### src/rtl/id_gen_pkg.sv
// id_pkg: shared constants and state encoding for the identifier generator.
//   ASCII bases for letters/digits/space, alphabet and digit moduli, and
//   the 2-bit state encoding used by id_gen.
package id_pkg;
    localparam logic [7:0] CH_a  = 8'h61;
    localparam logic [7:0] CH_A  = 8'h41;
    localparam logic [7:0] CH_0  = 8'h30;
    localparam logic [7:0] CH_SP = 8'h20;

    localparam int LETTERS = 26;
    localparam int DIGITS  = 10;

    typedef enum logic [1:0] {
        IDLE  = 2'd0,
        ALPHA = 2'd1,
        DIGIT = 2'd2,
        SEP_S = 2'd3
    } state_e;
endpackage

### src/rtl/id_gen_if.sv
// id_gen_if: 8-bit character stream with valid/ready handshake.
//   char       : current ASCII character (producer -> consumer)
//   char_valid : char is valid            (producer -> consumer)
//   char_ready : consumer accepts char    (consumer -> producer)
interface id_gen_if;
    logic [7:0] char;
    logic       char_valid;
    logic       char_ready;

    modport master (output char, output char_valid, input  char_ready);
    modport slave  (input  char, input  char_valid, output char_ready);
endinterface

### src/rtl/id_gen_wrap_ctr.sv
// id_wrap_ctr: modulo-MOD counter with synchronous load.
//   clk, rst_n : clock, synchronous active-low reset (clears to 0)
//   load       : load load_val (reduced mod MOD) this cycle
//   load_val   : initial value, must be < 2*MOD
//   inc        : advance by one, wrapping MOD-1 -> 0
//   val        : registered count
//   nxt        : value val takes at the next edge (lets the parent
//                register outputs that depend on the new count)
module id_wrap_ctr #(
    parameter int W   = 5,
    parameter int MOD = 26
) (
    input  logic         clk,
    input  logic         rst_n,
    input  logic         load,
    input  logic [W-1:0] load_val,
    input  logic         inc,
    output logic [W-1:0] val,
    output logic [W-1:0] nxt
);
    logic [W-1:0] val_q;
    logic [W-1:0] val_d;

    // Inputs are at most 2*MOD-1 wide in range, so one subtraction
    // is enough to reduce them.
    always_comb begin
        val_d = val_q;
        if (load) begin
            val_d = (load_val >= W'(MOD)) ? load_val - W'(MOD) : load_val;
        end else if (inc) begin
            val_d = (val_q == W'(MOD - 1)) ? '0 : val_q + W'(1);
        end
    end

    always_ff @(posedge clk) begin
        if (!rst_n) val_q <= '0;
        else        val_q <= val_d;
    end

    assign val = val_q;
    assign nxt = val_d;
endmodule

### src/rtl/id_gen.sv
// id_gen: emits one identifier per request as a character stream:
//   n_alpha letters, n_digit digits, then the separator SEP.
//   clk, rst_n    : clock, synchronous active-low reset
//   start         : request pulse, honoured only in IDLE
//   n_alpha       : letter count (0 is rejected with err)
//   n_digit       : digit count (may be 0)
//   start_letter  : first letter index (mod 26), upper selects case
//   start_digit   : first digit (mod 10)
//   cs            : char / char_valid / char_ready stream (master)
//   busy          : request in progress
//   done          : one-cycle pulse after the separator is accepted
//   err           : one-cycle pulse on a rejected start
module id_gen
    import id_pkg::*;
#(
    parameter logic [7:0] SEP = CH_SP,
    parameter int         CW  = 4
) (
    input  logic          clk,
    input  logic          rst_n,
    input  logic          start,
    input  logic [CW-1:0] n_alpha,
    input  logic [CW-1:0] n_digit,
    input  logic [4:0]    start_letter,
    input  logic [3:0]    start_digit,
    input  logic          upper,
    id_gen_if.master      cs,
    output logic          busy,
    output logic          done,
    output logic          err
);
    state_e        state_q, state_d;
    logic [CW-1:0] alpha_cnt_q, alpha_cnt_d;
    logic [CW-1:0] digit_cnt_q, digit_cnt_d;
    logic          upper_q, upper_d;
    logic [7:0]    char_q, char_d;
    logic          valid_q, valid_d;
    logic          busy_q, busy_d;
    logic          done_q, done_d;
    logic          err_q, err_d;

    logic          ctr_load, let_inc, dig_inc;
    logic [4:0]    let_val, let_nxt;
    logic [3:0]    dig_val, dig_nxt;
    logic          xfer;

    assign xfer = valid_q && cs.char_ready;

    id_wrap_ctr #(.W(5), .MOD(LETTERS)) u_let (
        .clk(clk), .rst_n(rst_n), .load(ctr_load), .load_val(start_letter),
        .inc(let_inc), .val(let_val), .nxt(let_nxt)
    );

    id_wrap_ctr #(.W(4), .MOD(DIGITS)) u_dig (
        .clk(clk), .rst_n(rst_n), .load(ctr_load), .load_val(start_digit),
        .inc(dig_inc), .val(dig_val), .nxt(dig_nxt)
    );

    // State and registered outputs.
    always_ff @(posedge clk) begin
        if (!rst_n) begin
            state_q     <= IDLE;
            alpha_cnt_q <= '0;
            digit_cnt_q <= '0;
            upper_q     <= 1'b0;
            char_q      <= 8'h00;
            valid_q     <= 1'b0;
            busy_q      <= 1'b0;
            done_q      <= 1'b0;
            err_q       <= 1'b0;
        end else begin
            state_q     <= state_d;
            alpha_cnt_q <= alpha_cnt_d;
            digit_cnt_q <= digit_cnt_d;
            upper_q     <= upper_d;
            char_q      <= char_d;
            valid_q     <= valid_d;
            busy_q      <= busy_d;
            done_q      <= done_d;
            err_q       <= err_d;
        end
    end

    // Next state. Counters only move on a transfer, so a stall holds
    // everything that char is built from.
    always_comb begin
        state_d     = state_q;
        alpha_cnt_d = alpha_cnt_q;
        digit_cnt_d = digit_cnt_q;
        upper_d     = upper_q;
        ctr_load    = 1'b0;
        let_inc     = 1'b0;
        dig_inc     = 1'b0;
        done_d      = 1'b0;
        err_d       = 1'b0;
        case (state_q)
            IDLE: if (start) begin
                if (n_alpha == '0) begin
                    err_d = 1'b1;
                end else begin
                    state_d     = ALPHA;
                    alpha_cnt_d = n_alpha;
                    digit_cnt_d = n_digit;
                    upper_d     = upper;
                    ctr_load    = 1'b1;
                end
            end
            ALPHA: if (xfer) begin
                let_inc     = 1'b1;
                alpha_cnt_d = alpha_cnt_q - CW'(1);
                if (alpha_cnt_q == CW'(1))
                    state_d = (digit_cnt_q != '0) ? DIGIT : SEP_S;
            end
            DIGIT: if (xfer) begin
                dig_inc     = 1'b1;
                digit_cnt_d = digit_cnt_q - CW'(1);
                if (digit_cnt_q == CW'(1)) state_d = SEP_S;
            end
            SEP_S: if (xfer) begin
                state_d = IDLE;
                done_d  = 1'b1;
            end
            default: state_d = IDLE;
        endcase
    end

    // Outputs are computed from the upcoming state so they can be
    // registered without adding a cycle of latency.
    always_comb begin
        valid_d = (state_d != IDLE);
        busy_d  = (state_d != IDLE);
        case (state_d)
            ALPHA:   char_d = (upper_d ? CH_A : CH_a) + 8'(let_nxt);
            DIGIT:   char_d = CH_0 + 8'(dig_nxt);
            SEP_S:   char_d = SEP;
            default: char_d = 8'h00;
        endcase
    end

    assign cs.char       = char_q;
    assign cs.char_valid = valid_q;
    assign busy          = busy_q;
    assign done          = done_q;
    assign err           = err_q;

    // Registered counter values are not needed outside the next-value path.
    logic unused_ok;
    assign unused_ok = ^{let_val, dig_val};
endmodule

### src/flat_wrapper.sv
// flat-port wrapper written by rule: the top's interface ports become plain ports
module id_gen_flat import id_pkg::*;
#(
    parameter logic [7:0] SEP = CH_SP,
    parameter int         CW  = 4
)
  (clk, rst_n, start, n_alpha, n_digit, start_letter, start_digit, upper, busy, done, err, cs_char, cs_char_valid, cs_char_ready);
  id_gen_if cs_i ();
  input  logic clk;
  input  logic rst_n;
  input  logic start;
  input  logic [CW-1:0] n_alpha;
  input  logic [CW-1:0] n_digit;
  input  logic [4:0] start_letter;
  input  logic [3:0] start_digit;
  input  logic upper;
  output logic busy;
  output logic done;
  output logic err;
  output wire logic [$bits(cs_i.char)-1:0] cs_char;
  output wire logic [$bits(cs_i.char_valid)-1:0] cs_char_valid;
  input wire logic [$bits(cs_i.char_ready)-1:0] cs_char_ready;
  assign cs_char = cs_i.char;
  assign cs_char_valid = cs_i.char_valid;
  assign cs_i.char_ready = cs_char_ready;
  id_gen #(.SEP(SEP), .CW(CW)) u_core (.clk(clk), .rst_n(rst_n), .start(start), .n_alpha(n_alpha), .n_digit(n_digit), .start_letter(start_letter), .start_digit(start_digit), .upper(upper), .cs(cs_i), .busy(busy), .done(done), .err(err));
endmodule
### config.mk
export PLATFORM = sky130hd
export DESIGN_NAME = id_gen_flat
export DESIGN_NICKNAME = d
export VERILOG_FILES = /design/src/rtl/id_gen_pkg.sv /design/src/rtl/id_gen_if.sv /design/src/rtl/id_gen_wrap_ctr.sv /design/src/rtl/id_gen.sv /design/src/flat_wrapper.sv
export SDC_FILE = /design/constraint.sdc
export NUM_CORES = 1
export LEC_CHECK = 0
export CAP_MARGIN = 40
export CELL_PAD_IN_SITES_DETAIL_PLACEMENT = 1
export CELL_PAD_IN_SITES_GLOBAL_PLACEMENT = 1
export CORE_UTILIZATION = 35
export CTS_BUF_LIST = sky130_fd_sc_hd__clkbuf_8
export DETAILED_ROUTE_END_ITERATION = 6
export PLACE_DENSITY_LB_ADDON = 0.1
export REMOVE_ABC_BUFFERS = 1
export SYNTH_ARGS = -nofsm -noshare
export SYNTH_HDL_FRONTEND = slang
export SYNTH_SLANG_ARGS = --single-unit
### constraint.sdc
create_clock -name clk -period 4.9 [get_ports clk]
set_clock_uncertainty 0.1 [all_clocks]
set_input_delay 0.98 -clock clk [delete_from_list [all_inputs] [get_ports clk]]
set_output_delay 0.98 -clock clk [all_outputs]
set_load 0.01 [all_outputs]
==> impl_metrics.prom, run 1 <==
# TYPE chip_impl_metric gauge
chip_impl_metric{name="grt_use_total",unit=""} 0.197
chip_impl_metric{name="finalSetupViolations",unit=""} 0
chip_impl_metric{name="yosysWarnings",unit=""} 0
chip_impl_metric{name="place.detailed.hpwl",unit="microns"} 3860
chip_impl_metric{name="layout-area-overhead-vs-synth",unit="%"} 22.9
chip_impl_info{name="startpoint_type",value="primary input"} 1
chip_impl_metric{name="vias",unit=""} 1762
chip_impl_metric{name="pwr_density_cell",unit="nW/um^2"} 279
chip_impl_info{name="timing.critical_path.to_type",value="flip-flop"} 1
chip_impl_metric{name="synth_seq_area_share",unit=""} 0.325
chip_impl_metric{name="synthesis.instances",unit=""} 237
chip_impl_metric{name="via_per_inst",unit=""} 5.26
chip_impl_info{name="cts_tree",value="done"} 1
chip_impl_metric{name="synth.ff_latch_count",unit=""} 31
chip_impl_metric{name="drtAntennaViolNets",unit=""} 0
chip_impl_metric{name="post_cts_setup_bufs",unit=""} 0
chip_impl_info{name="timing.critical_path.slowest_stage_cell",value="sky130_fd_sc_hd__or4_4"} 1
chip_impl_metric{name="fill_cells",unit=""} 635
chip_impl_metric{name="largest_net_degree_at_the_start_of_global_routing",unit=""} 20
chip_impl_metric{name="cp.arrival",unit="ns"} 3.16
chip_impl_metric{name="drt-total-wl",unit="microns"} 5220
chip_impl_info{name="cell_chain_critical_path",value="clkdlybuf4s50_1, or4_4, nand2_2, a31oi_2, ha_1, o211ai_1, xor2_1, o22ai_1"} 1
chip_impl_metric{name="buffers_added_on_ports",unit=""} 33
chip_impl_metric{name="timing_worst_slew_pin_value",unit="ns"} 0.620
chip_impl_metric{name="clkPwrFrac",unit=""} 0.317
chip_impl_info{name="crit_family",value="simple AND/OR/NAND/NOR gates"} 1
chip_impl_metric{name="clock-sinks",unit=""} 31
chip_impl_metric{name="synth_edf_count",unit=""} 0
chip_impl_metric{name="cts-root-to-sink-buffers",unit=""} 2
chip_impl_metric{name="floorplan.core_area",unit="sq um"} 5170
chip_impl_metric{name="placementRows",unit=""} 26
chip_impl_metric{name="switching_power_summed_over_all_nets",unit="mW"} 0.200
chip_impl_metric{name="crit_path_max_fo",unit=""} 16
chip_impl_metric{name="wl_per_cell",unit="microns"} 15.6
chip_impl_metric{name="fin_tns_setup",unit="ns"} 0
chip_impl_metric{name="antenna_found_initial",unit=""} 0
chip_impl_metric{name="first_pass_iteration_count_of_the_detailed_router",unit=""} 4
chip_impl_metric{name="dp_worst_setup_slack",unit="ns"} 1.51
chip_impl_metric{name="wire_length_of_the_first_global_routing_pass",unit="microns"} 8340
chip_impl_metric{name="floorplan.die.height",unit="microns"} 75.9
chip_impl_metric{name="sequentialPowerShare",unit=""} 0.446
chip_impl_info{name="worstSetupPathType",value="in -> reg"} 1
chip_impl_metric{name="floorplan.die.width",unit="microns"} 75.9
chip_impl_metric{name="number_of_unique_standard_cell_types_used_by_synthesis",unit=""} 51
chip_impl_metric{name="tritoncts.num_buffers",unit=""} 5
chip_impl_metric{name="clk_latency",unit="ns"} 0.28
chip_impl_metric{name="detail_route.iter0.violations",unit=""} 66
chip_impl_metric{name="clkSlewWorstSetupHoldPaths",unit="ns"} 0.07
chip_impl_metric{name="io_pins",unit=""} 34
chip_impl_metric{name="num_antenna_cells",unit=""} 0
chip_impl_metric{name="critical_path.n_buffers_inverters",unit=""} 1
chip_impl_metric{name="htreeDepth",unit=""} 2
chip_impl_metric{name="count_of_hold_fix_buffers_inserted_at_cts",unit=""} 0
chip_impl_metric{name="p_int",unit="mW"} 0.456
chip_impl_metric{name="post_synth.cell_area_avg",unit="sq um"} 8.06
chip_impl_metric{name="cts_resized",unit=""} 0
chip_impl_metric{name="effective_utilization_at_floorplan",unit=""} 0.369
chip_impl_metric{name="grt_overflow_total",unit=""} 0
chip_impl_metric{name="syn-cell-area",unit="sq um"} 1910
chip_impl_metric{name="gp_congestion",unit=""} 0.749
chip_impl_metric{name="nNetsFinal",unit=""} 297
chip_impl_info{name="tightest_hold_check_type",value="reg -> reg"} 1
chip_impl_metric{name="finalHoldViolCount",unit=""} 0
chip_impl_info{name="rsz0062_at_grt",value="false"} 1
chip_impl_metric{name="max_freq",unit="MHz"} 322
chip_impl_metric{name="place_inst",unit=""} 328
chip_impl_metric{name="cell_count_final_fillers_out",unit=""} 335
chip_impl_metric{name="setup_slack",unit="ns"} 1.80
chip_impl_metric{name="power.combinational.fraction",unit=""} 0.237
chip_impl_metric{name="floorplan.die_area",unit="sq um"} 5760
chip_impl_metric{name="timing.max_slew.rel_slack",unit=""} 0.584
chip_impl_metric{name="worst_ep_required_time",unit="ns"} 4.96
chip_impl_metric{name="net_sw_frac",unit=""} 0.305
chip_impl_metric{name="synth-async-reset-ratio",unit=""} 0
chip_impl_metric{name="leakagePower",unit="nW"} 0.891
chip_impl_metric{name="crit_path_max_incr_delay",unit="ns"} 0.58
chip_impl_metric{name="layout_worst_path_cycle_share",unit=""} 0.634
chip_impl_metric{name="peakVddDrop",unit="mV"} 0.131
chip_impl_info{name="status",value="finished clean"} 1
chip_impl_metric{name="maxCapViolations",unit=""} 0
chip_impl_info{name="yosys_most_used_dff",value="sky130_fd_sc_hd__dfxtp_1"} 1
chip_impl_metric{name="layout-drive-gt1-share",unit=""} 0.0717
chip_impl_metric{name="period_minus_slack",unit="ns"} 3.10
chip_impl_metric{name="grt_pass1_vias",unit=""} 1745
chip_impl_metric{name="detail_route.drc_violations",unit=""} 0
chip_impl_metric{name="drv_slew",unit=""} 0
chip_impl_info{name="cts.root.buffer_cell",value="sky130_fd_sc_hd__clkbuf_8"} 1
-- through the flow --
stage | area [sq um] | hold slack (ns) | total power [mW] | utilization
after floorplan | 1840 | 0.345 | 0.386 | -
after global placement | 2260 | 0.365 | 0.451 | 0.437
after detailed placement | 2260 | 0.367 | 0.453 | 0.437
after CTS | 2350 | 0.376 | 0.663 | 0.454
after global routing | 2350 | 0.386 | 0.698 | 0.454
final | 2350 | 0.375 | 0.656 | 0.454
-- worst paths after layout --
path | from | endpoint | slack (ns) | cells past startpoint
setup / recovery | n_alpha[1] | u_core.cs.char[4] | 1.80 | 8
hold / removal | u_core.digit_cnt_q[1] | u_core.digit_cnt_q[1] | 0.37 | 2
setup reg to reg | u_core.state_q[0] | u_core.cs.char[4] | 2.42 | 7
hold reg to reg | u_core.digit_cnt_q[1] | u_core.digit_cnt_q[1] | 0.37 | 2
-- state kept, by name, indices dropped and copies added (netlist names) --
name and count:
u_core.alpha_cnt_q 4, u_core.busy 1, u_core.cs.char 8, u_core.digit_cnt_q 4, u_core.done 1, u_core.err 1, u_core.state_q 2, u_core.u_dig.val 4
u_core.u_let.val 5, u_core.upper_q 1
-- per-layer routing --
layer,global-route usage,vias up,part of all wire
met5,0,-,0
met2,0.334,29,0.48
li1,-,902,-
met1,0.249,825,0.48
met3,0.0410,6,0.029
met4,0.0597,0,0.012
-- power groups by stage --
stage / sequential (mW) / combinational (mW) / clock, mW
4_1_cts: 0.293 / 0.157 / 0.214
6_report: 0.292 / 0.156 / 0.208
5_1_grt: 0.295 / 0.175 / 0.228
2_1_floorplan: 0.296 / 0.0901 / 0
3_3_place_gp: 0.297 / 0.153 / 0
3_5_place_dp: 0.298 / 0.155 / 0
-- kinds of logic after synthesis --
| group | Yosys count | share of synthesized area |
|---|---|---|
| simple gates | 91 | 0.271 |
| compound gates | 71 | 0.244 |
| flops | 31 | 0.325 |
| buf+inv | 28 | 0.0668 |
| fa+ha+maj | 10 | 0.0655 |
| xor+xnor | 6 | 0.0275 |
-- cell usage after synthesis, types with 4 or more instances --
master                      instances  area, sq um
sky130_fd_sc_hd__a21oi_1           19         95.1
sky130_fd_sc_hd__and2_1             8         50.1
sky130_fd_sc_hd__clkbuf_1           6         22.5
sky130_fd_sc_hd__dfxtp_1           31          621
sky130_fd_sc_hd__ha_1              10          125
sky130_fd_sc_hd__inv_1             15         56.3
sky130_fd_sc_hd__nand2_1           13         48.8
sky130_fd_sc_hd__nand2b_1           4         25.0
sky130_fd_sc_hd__nand3_1            9         45.0
sky130_fd_sc_hd__nor2_1            26         97.6
sky130_fd_sc_hd__nor3_1             6         30.0
sky130_fd_sc_hd__o21ai_0           16         80.1
sky130_fd_sc_hd__o22ai_1            5         31.3
sky130_fd_sc_hd__o2bb2ai_1          4         35.0
-- area by class of cell --
type	count	area [sq um]	area share
timing repair buffer	33	330	0.141
tap	70	87.6	0.0373
inverter	16	60.1	0.0256
multi-input combinational	178	1160	0.495
clock buffer	6	82.6	0.0352
sequential	31	621	0.264
clock inverter	1	5.00	0.00213
-- worst min-delay path: stages (launching register included) --
cell,delay (ns)
sky130_fd_sc_hd__dfxtp_1,0.32
sky130_fd_sc_hd__nand2_1,0.06
sky130_fd_sc_hd__a21oi_1,0.05
-- placed cells by master (no fill, tap or decap), types with 2 or more instances in the layout --
master / instances
sky130_fd_sc_hd__nor3_1: 6
sky130_fd_sc_hd__or3_1: 3
sky130_fd_sc_hd__a221oi_1: 2
sky130_fd_sc_hd__o2bb2ai_1: 4
sky130_fd_sc_hd__or3b_1: 2
sky130_fd_sc_hd__ha_1: 10
sky130_fd_sc_hd__o22ai_1: 5
sky130_fd_sc_hd__clkdlybuf4s50_1: 33
sky130_fd_sc_hd__nor3b_1: 3
sky130_fd_sc_hd__a211o_1: 2
sky130_fd_sc_hd__and4b_1: 3
sky130_fd_sc_hd__o21ai_0: 16
sky130_fd_sc_hd__a31oi_1: 3
sky130_fd_sc_hd__o21a_1: 2
sky130_fd_sc_hd__xor2_1: 3
sky130_fd_sc_hd__nand2b_1: 4
sky130_fd_sc_hd__a211oi_1: 3
sky130_fd_sc_hd__and3b_1: 3
sky130_fd_sc_hd__clkbuf_8: 6
sky130_fd_sc_hd__a21oi_1: 19
sky130_fd_sc_hd__and2_1: 8
sky130_fd_sc_hd__nand3_1: 9
sky130_fd_sc_hd__o211ai_1: 2
sky130_fd_sc_hd__inv_1: 15
sky130_fd_sc_hd__nand2_1: 13
sky130_fd_sc_hd__dfxtp_1: 31
sky130_fd_sc_hd__nor2_1: 26
sky130_fd_sc_hd__or2_2: 2
sky130_fd_sc_hd__or4_4: 2
sky130_fd_sc_hd__a22oi_1: 3
sky130_fd_sc_hd__xnor2_1: 3
No activity file was read; power rests on OpenSTA's default activity.
==> run 2: changes to the inputs <==
Clock period 4.9 ns to 2.6 ns, I/O delays scaled along.
==> run 2 against run 1 <==
  * Cell count grew 8.1%
  * Highest routed layer unchanged
  * Critical path depth is the same
  * Via count grew 8.7%
  * Core utilization grew 4.5 points
  * Largest power group unchanged
  * Die area is the same
==> impl_metrics.prom, run 2 (synthesized netlist as in run 1, its figures left out) <==
# TYPE chip_impl_metric gauge
chip_impl_metric{name="fin_tns_setup",unit="ns"} 0
chip_impl_metric{name="gp_congestion",unit=""} 0.767
chip_impl_metric{name="sequentialPowerShare",unit=""} 0.395
chip_impl_metric{name="peakVddDrop",unit="mV"} 0.231
chip_impl_metric{name="num_antenna_cells",unit=""} 0
chip_impl_metric{name="drtAntennaViolNets",unit=""} 0
chip_impl_metric{name="cp.arrival",unit="ns"} 2.55
chip_impl_metric{name="effective_utilization_at_floorplan",unit=""} 0.369
chip_impl_metric{name="count_of_hold_fix_buffers_inserted_at_cts",unit=""} 0
chip_impl_metric{name="place_inst",unit=""} 353
chip_impl_metric{name="largest_register_ff_count",unit=""} 8
chip_impl_metric{name="tritoncts.num_buffers",unit=""} 5
chip_impl_info{name="highest_count_cells_in_the_layout_ignoring_fill_and_taps",value="33 x sky130_fd_sc_hd__clkdlybuf4s50_1, 31 x sky130_fd_sc_hd__dfxtp_1, 26 x sky130_fd_sc_hd__nor2_1, 26 x sky130_fd_sc_hd__buf_4, 19 x sky130_fd_sc_hd__a21oi_1"} 1
chip_impl_metric{name="p_int",unit="mW"} 0.996
chip_impl_info{name="cts_tree",value="done"} 1
chip_impl_info{name="timing.critical_path.to_type",value="flip-flop"} 1
chip_impl_metric{name="maxCapViolations",unit=""} 0
chip_impl_metric{name="dp_worst_setup_slack",unit="ns"} -0.217
chip_impl_metric{name="via_per_inst",unit=""} 5.29
chip_impl_metric{name="worst_ep_required_time",unit="ns"} 2.67
chip_impl_metric{name="layout-area-overhead-vs-synth",unit="%"} 35.2
chip_impl_metric{name="cts-root-to-sink-buffers",unit=""} 2
chip_impl_metric{name="final.hold.worst_slack",unit="ns"} 0.379
chip_impl_metric{name="timing_worst_slew_pin_value",unit="ns"} 0.517
chip_impl_info{name="r2r-start",value="u_core.state_q[0]"} 1
chip_impl_metric{name="layout-drive-gt1-share",unit=""} 0.164
chip_impl_metric{name="first_pass_iteration_count_of_the_detailed_router",unit=""} 4
chip_impl_metric{name="leakagePower",unit="nW"} 1.03
chip_impl_metric{name="timing.reg2reg.setup_slack",unit="ns"} 0.19
chip_impl_metric{name="period_minus_slack",unit="ns"} 2.48
chip_impl_metric{name="detail_route.iter0.violations",unit=""} 39
chip_impl_metric{name="drv_slew",unit=""} 0
chip_impl_metric{name="finalSetupViolations",unit=""} 0
chip_impl_metric{name="fill_cells",unit=""} 625
chip_impl_info{name="worstSetupPathType",value="in -> reg"} 1
chip_impl_metric{name="place.detailed.hpwl",unit="microns"} 4090
chip_impl_metric{name="timing.max_slew.rel_slack",unit=""} 0.655
chip_impl_metric{name="wire_length_of_the_first_global_routing_pass",unit="microns"} 8850
chip_impl_info{name="tightest_hold_check_type",value="reg -> reg"} 1
chip_impl_metric{name="htreeDepth",unit=""} 2
chip_impl_metric{name="placementRows",unit=""} 26
chip_impl_metric{name="crit_path_max_fo",unit=""} 7
chip_impl_metric{name="switching_power_summed_over_all_nets",unit="mW"} 0.396
chip_impl_metric{name="floorplan.die_area",unit="sq um"} 5760
chip_impl_metric{name="cell_count_final_fillers_out",unit=""} 362
chip_impl_metric{name="grt_pass1_vias",unit=""} 1842
chip_impl_metric{name="antenna_found_initial",unit=""} 0
chip_impl_info{name="critPathLaunch",value="cs_char_ready"} 1
chip_impl_metric{name="setup_slack",unit="ns"} 0.121
chip_impl_info{name="busiest_layer",value="met2"} 1
chip_impl_metric{name="drt-total-wl",unit="microns"} 5480
chip_impl_metric{name="power.combinational.fraction",unit=""} 0.244
chip_impl_metric{name="grt_use_total",unit=""} 0.210
chip_impl_metric{name="timing.reg2reg.worst_path_depth",unit=""} 7
chip_impl_metric{name="detail_route.drc_violations",unit=""} 0
chip_impl_info{name="cts.root.buffer_cell",value="sky130_fd_sc_hd__clkbuf_8"} 1
chip_impl_metric{name="grt_overflow_total",unit=""} 0
chip_impl_metric{name="layout_worst_path_cycle_share",unit=""} 0.954
chip_impl_metric{name="nNetsFinal",unit=""} 323
chip_impl_metric{name="wl_per_cell",unit="microns"} 15.1
chip_impl_info{name="cp-endpoint",value="u_core.cs.char[4]"} 1
chip_impl_metric{name="clkPwrFrac",unit=""} 0.360
chip_impl_metric{name="buffers_added_on_ports",unit=""} 33
chip_impl_metric{name="pwr_density_cell",unit="nW/um^2"} 539
chip_impl_metric{name="grt.met3_usage",unit=""} 0.0450
chip_impl_metric{name="net_sw_frac",unit=""} 0.284
chip_impl_metric{name="grtUsageMet2",unit=""} 0.360
chip_impl_metric{name="finalHoldViolCount",unit=""} 0
chip_impl_info{name="regToRegEndpoint",value="u_core.cs.char[4]"} 1
chip_impl_metric{name="floorplan.die.height",unit="microns"} 75.9
chip_impl_metric{name="max_freq",unit="MHz"} 403
chip_impl_metric{name="clkSlewWorstSetupHoldPaths",unit="ns"} 0.07
chip_impl_metric{name="power.total",unit="mW"} 1.39
chip_impl_metric{name="clk_latency",unit="ns"} 0.29
chip_impl_metric{name="largest_net_degree_at_the_start_of_global_routing",unit=""} 19
chip_impl_metric{name="clock-sinks",unit=""} 31
chip_impl_metric{name="vias",unit=""} 1916
chip_impl_metric{name="floorplan.die.width",unit="microns"} 75.9
chip_impl_metric{name="io_pins",unit=""} 34
chip_impl_info{name="most_common_cell_after_layout_fill_and_taps_aside",value="sky130_fd_sc_hd__clkdlybuf4s50_1"} 1
chip_impl_info{name="startpoint_type",value="primary input"} 1
chip_impl_info{name="status",value="finished clean"} 1
chip_impl_metric{name="globalRouteMet1Util",unit=""} 0.257
chip_impl_info{name="rsz0062_at_grt",value="false"} 1
chip_impl_metric{name="floorplan.core_area",unit="sq um"} 5170
-- run 2: cell type report --
type | instances | area, sq um | share of cell area
Clock buffer | 6 | 82.6 | 0.0320
Clock inverter | 2 | 35.0 | 0.0136
Inverter | 16 | 60.1 | 0.0233
Multi-Input combinational cell | 178 | 1170 | 0.453
Sequential cell | 31 | 621 | 0.240
Tap cell | 70 | 87.6 | 0.0339
Timing Repair Buffer | 59 | 526 | 0.203
-- run 2: worst min-delay path by stage --
stage | start | endpoint | slack (ns) | cells after the start
2_1_floorplan | u_core.digit_cnt_q[1] | u_core.digit_cnt_q[1] | 0.35 | 2
3_3_place_gp | u_core.digit_cnt_q[1] | u_core.digit_cnt_q[1] | 0.36 | 2
3_5_place_dp | u_core.digit_cnt_q[1] | u_core.digit_cnt_q[1] | 0.37 | 2
4_1_cts | u_core.digit_cnt_q[1] | u_core.digit_cnt_q[1] | 0.38 | 2
5_1_grt | u_core.digit_cnt_q[1] | u_core.digit_cnt_q[1] | 0.42 | 2
6_report | u_core.digit_cnt_q[1] | u_core.digit_cnt_q[1] | 0.38 | 2
-- run 2: repair_timing --
item	4_1_cts	5_1_grt
gates resized for setup	0	2
setup buffers	0	1
setup endpoints to repair	0	1
-- run 2: worst max-delay path: stages --
cell	delay [ns]
sky130_fd_sc_hd__clkdlybuf4s50_1	0.54
sky130_fd_sc_hd__nand4b_4	0.16
sky130_fd_sc_hd__or3_1	0.40
sky130_fd_sc_hd__a31oi_2	0.27
sky130_fd_sc_hd__ha_2	0.28
sky130_fd_sc_hd__o211ai_1	0.12
sky130_fd_sc_hd__xor2_1	0.16
sky130_fd_sc_hd__o22ai_1	0.09
-- run 2: routing by layer --
layer | vias up | share of wire
met1 | 926 | 0.48
met2 | 25 | 0.48
li1 | 958 | -
met3 | 7 | 0.028
met4 | 0 | 0.015
met5 | - | 0
-- run 2: power by group through the flow --
stage / clock (mW) / sequential [mW] / combinational [mW]
finish: 0.502 / 0.550 / 0.340
global route: 0.530 / 0.556 / 0.378
CTS: 0.514 / 0.550 / 0.337
detailed placement: 0 / 0.561 / 0.332
global placement: 0 / 0.560 / 0.327
floorplan: 0 / 0.558 / 0.170
-- run 2: metrics by stage --
stage,cell area (sq um),utilization
3_3_place_gp,2450,0.473
6_report,2580,0.499
5_1_grt,2580,0.499
4_1_cts,2570,0.496
2_1_floorplan,1840,-
3_5_place_dp,2450,0.473
==> run 3: changes to the inputs <==
Settings changed: SYNTH_HIERARCHICAL set to 1.
==> run 3 against run 2 <==
  * Sequential power about the same
  * Cell count up 6.4%
  * Flip-flop and latch count stayed put
  * Synthesized cell count fell by 0.42%
  * Register-to-register slack improved by 0.05 ns
  * Synthesized area is 1.8% higher
  * First-iteration DRC count down 44%
  * Combinational power increased by 35%
  * Hold slack improved by 0.035 ns
  * Routed wire length increased by 5.3%
  * Total power is 0.33% higher
==> impl_metrics.prom, run 3 <==
# TYPE chip_impl_metric gauge
chip_impl_metric{name="count_of_hold_fix_buffers_inserted_at_cts",unit=""} 0
chip_impl_metric{name="power.total",unit="mW"} 1.40
chip_impl_metric{name="antenna_found_initial",unit=""} 0
chip_impl_metric{name="period_minus_slack",unit="ns"} 2.54
chip_impl_info{name="min_from",value="u_core/digit_cnt_q[0]"} 1
chip_impl_metric{name="synth_top_area_frac",unit=""} 0.319
chip_impl_metric{name="finalSetupViolations",unit=""} 0
chip_impl_metric{name="gp_congestion",unit=""} 0.844
chip_impl_metric{name="synth.ff_latch_count",unit=""} 31
chip_impl_metric{name="wl_per_cell",unit="microns"} 15.0
chip_impl_metric{name="peakVddDrop",unit="mV"} 0.272
chip_impl_metric{name="detail_route.drc_violations",unit=""} 0
chip_impl_metric{name="clk_latency",unit="ns"} 0.28
chip_impl_metric{name="largest_register_ff_count",unit=""} 8
chip_impl_metric{name="post_synth.cell_area_avg",unit="sq um"} 8.24
chip_impl_info{name="dominant_cells_by_area_after_synthesis",value="sky130_fd_sc_hd__dfxtp_1 32%, sky130_fd_sc_hd__ha_1 6.4%, sky130_fd_sc_hd__inv_1 3.3%, sky130_fd_sc_hd__nand2_1 3.3%, sky130_fd_sc_hd__nor2_1 3.3%"} 1
chip_impl_metric{name="wire_length_of_the_first_global_routing_pass",unit="microns"} 9850
chip_impl_metric{name="grt_overflow_total",unit=""} 0
chip_impl_metric{name="register_area",unit="sq um"} 621
chip_impl_info{name="most_common_cell_after_layout_fill_and_taps_aside",value="sky130_fd_sc_hd__buf_4"} 1
chip_impl_metric{name="io_pins",unit=""} 34
chip_impl_info{name="post_synth_most_frequent_cells",value="31 x sky130_fd_sc_hd__dfxtp_1, 17 x sky130_fd_sc_hd__inv_1, 17 x sky130_fd_sc_hd__nand2_1, 17 x sky130_fd_sc_hd__nor2_1"} 1
chip_impl_info{name="critPathLaunch",value="n_alpha[0]"} 1
chip_impl_metric{name="number_of_unique_standard_cell_types_used_by_synthesis",unit=""} 66
chip_impl_metric{name="leakagePower",unit="nW"} 1.16
chip_impl_metric{name="detail_route.iter0.violations",unit=""} 22
chip_impl_info{name="r2r-start",value="u_core/state_q[1]"} 1
chip_impl_metric{name="synth-async-reset-ratio",unit=""} 0
chip_impl_metric{name="htreeDepth",unit=""} 2
chip_impl_metric{name="floorplan.die_area",unit="sq um"} 5860
chip_impl_metric{name="layout-drive-gt1-share",unit=""} 0.273
chip_impl_metric{name="drt-total-wl",unit="microns"} 5770
chip_impl_metric{name="synth_edf_count",unit=""} 0
chip_impl_info{name="status",value="finished clean"} 1
chip_impl_info{name="cts.root.buffer_cell",value="sky130_fd_sc_hd__clkbuf_8"} 1
chip_impl_metric{name="max_freq",unit="MHz"} 394
chip_impl_metric{name="clkSlewWorstSetupHoldPaths",unit="ns"} 0.07
chip_impl_metric{name="floorplan.die.height",unit="microns"} 76.6
chip_impl_metric{name="floorplan.core_area",unit="sq um"} 5240
chip_impl_metric{name="worst_ep_required_time",unit="ns"} 2.71
chip_impl_metric{name="vias",unit=""} 2057
chip_impl_metric{name="synth_seq_area_share",unit=""} 0.319
chip_impl_metric{name="synthesis.instances",unit=""} 236
chip_impl_metric{name="maxCapViolations",unit=""} 0
chip_impl_metric{name="clock-sinks",unit=""} 31
chip_impl_info{name="tightest_hold_check_type",value="reg -> reg"} 1
chip_impl_metric{name="timing.max_slew.rel_slack",unit=""} 0.618
chip_impl_metric{name="pwr_density_cell",unit="nW/um^2"} 487
chip_impl_metric{name="drv_slew",unit=""} 0
chip_impl_metric{name="cts-root-to-sink-buffers",unit=""} 2
chip_impl_info{name="cts_tree",value="done"} 1
chip_impl_metric{name="dp_worst_setup_slack",unit="ns"} -0.725
chip_impl_metric{name="layout-area-overhead-vs-synth",unit="%"} 47.3
chip_impl_metric{name="tritoncts.num_buffers",unit=""} 5
chip_impl_info{name="synthDominantAreaCellType",value="sky130_fd_sc_hd__dfxtp_1"} 1
chip_impl_metric{name="num_antenna_cells",unit=""} 0
chip_impl_metric{name="layout_worst_path_cycle_share",unit=""} 0.976
chip_impl_metric{name="buffers_added_on_ports",unit=""} 33
chip_impl_info{name="startpoint_type",value="primary input"} 1
chip_impl_metric{name="syn-cell-area",unit="sq um"} 1950
chip_impl_metric{name="crit_path_max_fo",unit=""} 5
chip_impl_metric{name="first_pass_iteration_count_of_the_detailed_router",unit=""} 4
chip_impl_info{name="yosys_most_used_dff",value="sky130_fd_sc_hd__dfxtp_1"} 1
chip_impl_metric{name="via_per_inst",unit=""} 5.34
chip_impl_metric{name="floorplan.die.width",unit="microns"} 76.6
chip_impl_metric{name="largest_net_degree_at_the_start_of_global_routing",unit=""} 12
chip_impl_metric{name="nNetsFinal",unit=""} 347
chip_impl_metric{name="timing_worst_slew_pin_value",unit="ns"} 0.556
chip_impl_metric{name="place.detailed.hpwl",unit="microns"} 4400
chip_impl_metric{name="fill_cells",unit=""} 633
chip_impl_info{name="post-synth-top-count-cell",value="sky130_fd_sc_hd__dfxtp_1"} 1
chip_impl_metric{name="grt_pass1_vias",unit=""} 2107
chip_impl_metric{name="setup_slack",unit="ns"} 0.0617
chip_impl_metric{name="effective_utilization_at_floorplan",unit=""} 0.371
chip_impl_metric{name="grt_use_total",unit=""} 0.209
chip_impl_metric{name="cp.arrival",unit="ns"} 2.65
chip_impl_info{name="worstSetupPathType",value="in -> reg"} 1
chip_impl_metric{name="placementRows",unit=""} 26
chip_impl_metric{name="yosysWarnings",unit=""} 6
chip_impl_metric{name="drtAntennaViolNets",unit=""} 0
chip_impl_metric{name="finalHoldViolCount",unit=""} 0
chip_impl_metric{name="footprint_of_the_multi_input_gates",unit="sq um"} 1300
chip_impl_info{name="timing.critical_path.to_type",value="flip-flop"} 1
chip_impl_info{name="highest_count_cells_in_the_layout_ignoring_fill_and_taps",value="48 x sky130_fd_sc_hd__buf_4, 31 x sky130_fd_sc_hd__dfxtp_1, 28 x sky130_fd_sc_hd__clkdlybuf4s50_1"} 1
-- run 3: power by group --
part / total (mW) / switching [mW] / internal, mW / leakage [nW]
logic: 0.458 / 0.216 / 0.242 / 0.856
clock network: 0.385 / 0.178 / 0.207 / 0.0470
registers: 0.553 / 0.0353 / 0.518 / 0.255
total: 1.40 / 0.429 / 0.968 / 1.16
-- run 3: logic make-up after synthesis --
kind of cell	after synthesis	synth area share
xor gates and xnor gates	9	0.0405
adders and majority gates	10	0.0643
buffers and inverters	27	0.0624
muxes	2	0.0109
and+or+nand+nor	91	0.270
DFF	31	0.319
AOI/OAI and AO/OA	66	0.233
-- run 3: timing repair --
action	4_1_cts	5_1_grt
resized for setup	23	7
setup endpoints to repair	8	6
setup buffers	2	0
pin swaps	5	4
-- run 3: path summary, 6_finish.rpt --
path	end	slack, ns	cells after the start
worst min register to register	u_core/digit_cnt_q[0]	0.41	2
worst max-delay path	u_core/cs.char[4]	0.06	11
worst max register to register	u_core/cs.char[5]	0.24	11
worst min-delay path	u_core/digit_cnt_q[0]	0.41	2
-- run 3: final cells by class --
type | count | area share
clock buffers | 6 | 0.0288
repair buffers | 82 | 0.247
inverters | 17 | 0.0223
well taps | 70 | 0.0306
flip-flops and latches | 31 | 0.216
clock inverters | 1 | 0.00175
multi-input cells | 178 | 0.453
-- run 3: stage by stage --
| step | hold WS [ns] | TNS [ns] | util | cells | area, sq um |
|---|---|---|---|---|---|
| floorplan | 0.363 | -0.732 | - | 226 | 1890 |
| global placement | 0.388 | -3.87 | 0.508 | 376 | 2660 |
| detailed placement | 0.401 | -4.57 | 0.508 | 376 | 2660 |
| CTS | 0.412 | 0 | 0.541 | 385 | 2830 |
| global route | 0.449 | -0.0227 | 0.547 | 385 | 2870 |
| finish | 0.414 | 0 | 0.547 | 385 | 2870 |
-- run 3: routing by layer --
layer	routed length, microns	vias to the layer above	global-route usage
met1	2870	997	0.284
met3	148	7	0.0419
met4	55	0	0.0596
met2	2690	24	0.333
li1	-	1029	-
met5	0	-	0
-- run 3: critical path: stages --
cell and delay [ns]:
sky130_fd_sc_hd__dlygate4sd2_1 0.24, sky130_fd_sc_hd__or4_4 0.55, sky130_fd_sc_hd__and2_4 0.17, sky130_fd_sc_hd__inv_2 0.09, sky130_fd_sc_hd__o21ai_4 0.09, sky130_fd_sc_hd__o22ai_2 0.21, sky130_fd_sc_hd__ha_1 0.21, sky130_fd_sc_hd__nand3_2 0.09
sky130_fd_sc_hd__xnor2_1 0.19, sky130_fd_sc_hd__nand3_1 0.13, sky130_fd_sc_hd__o22ai_2 0.16
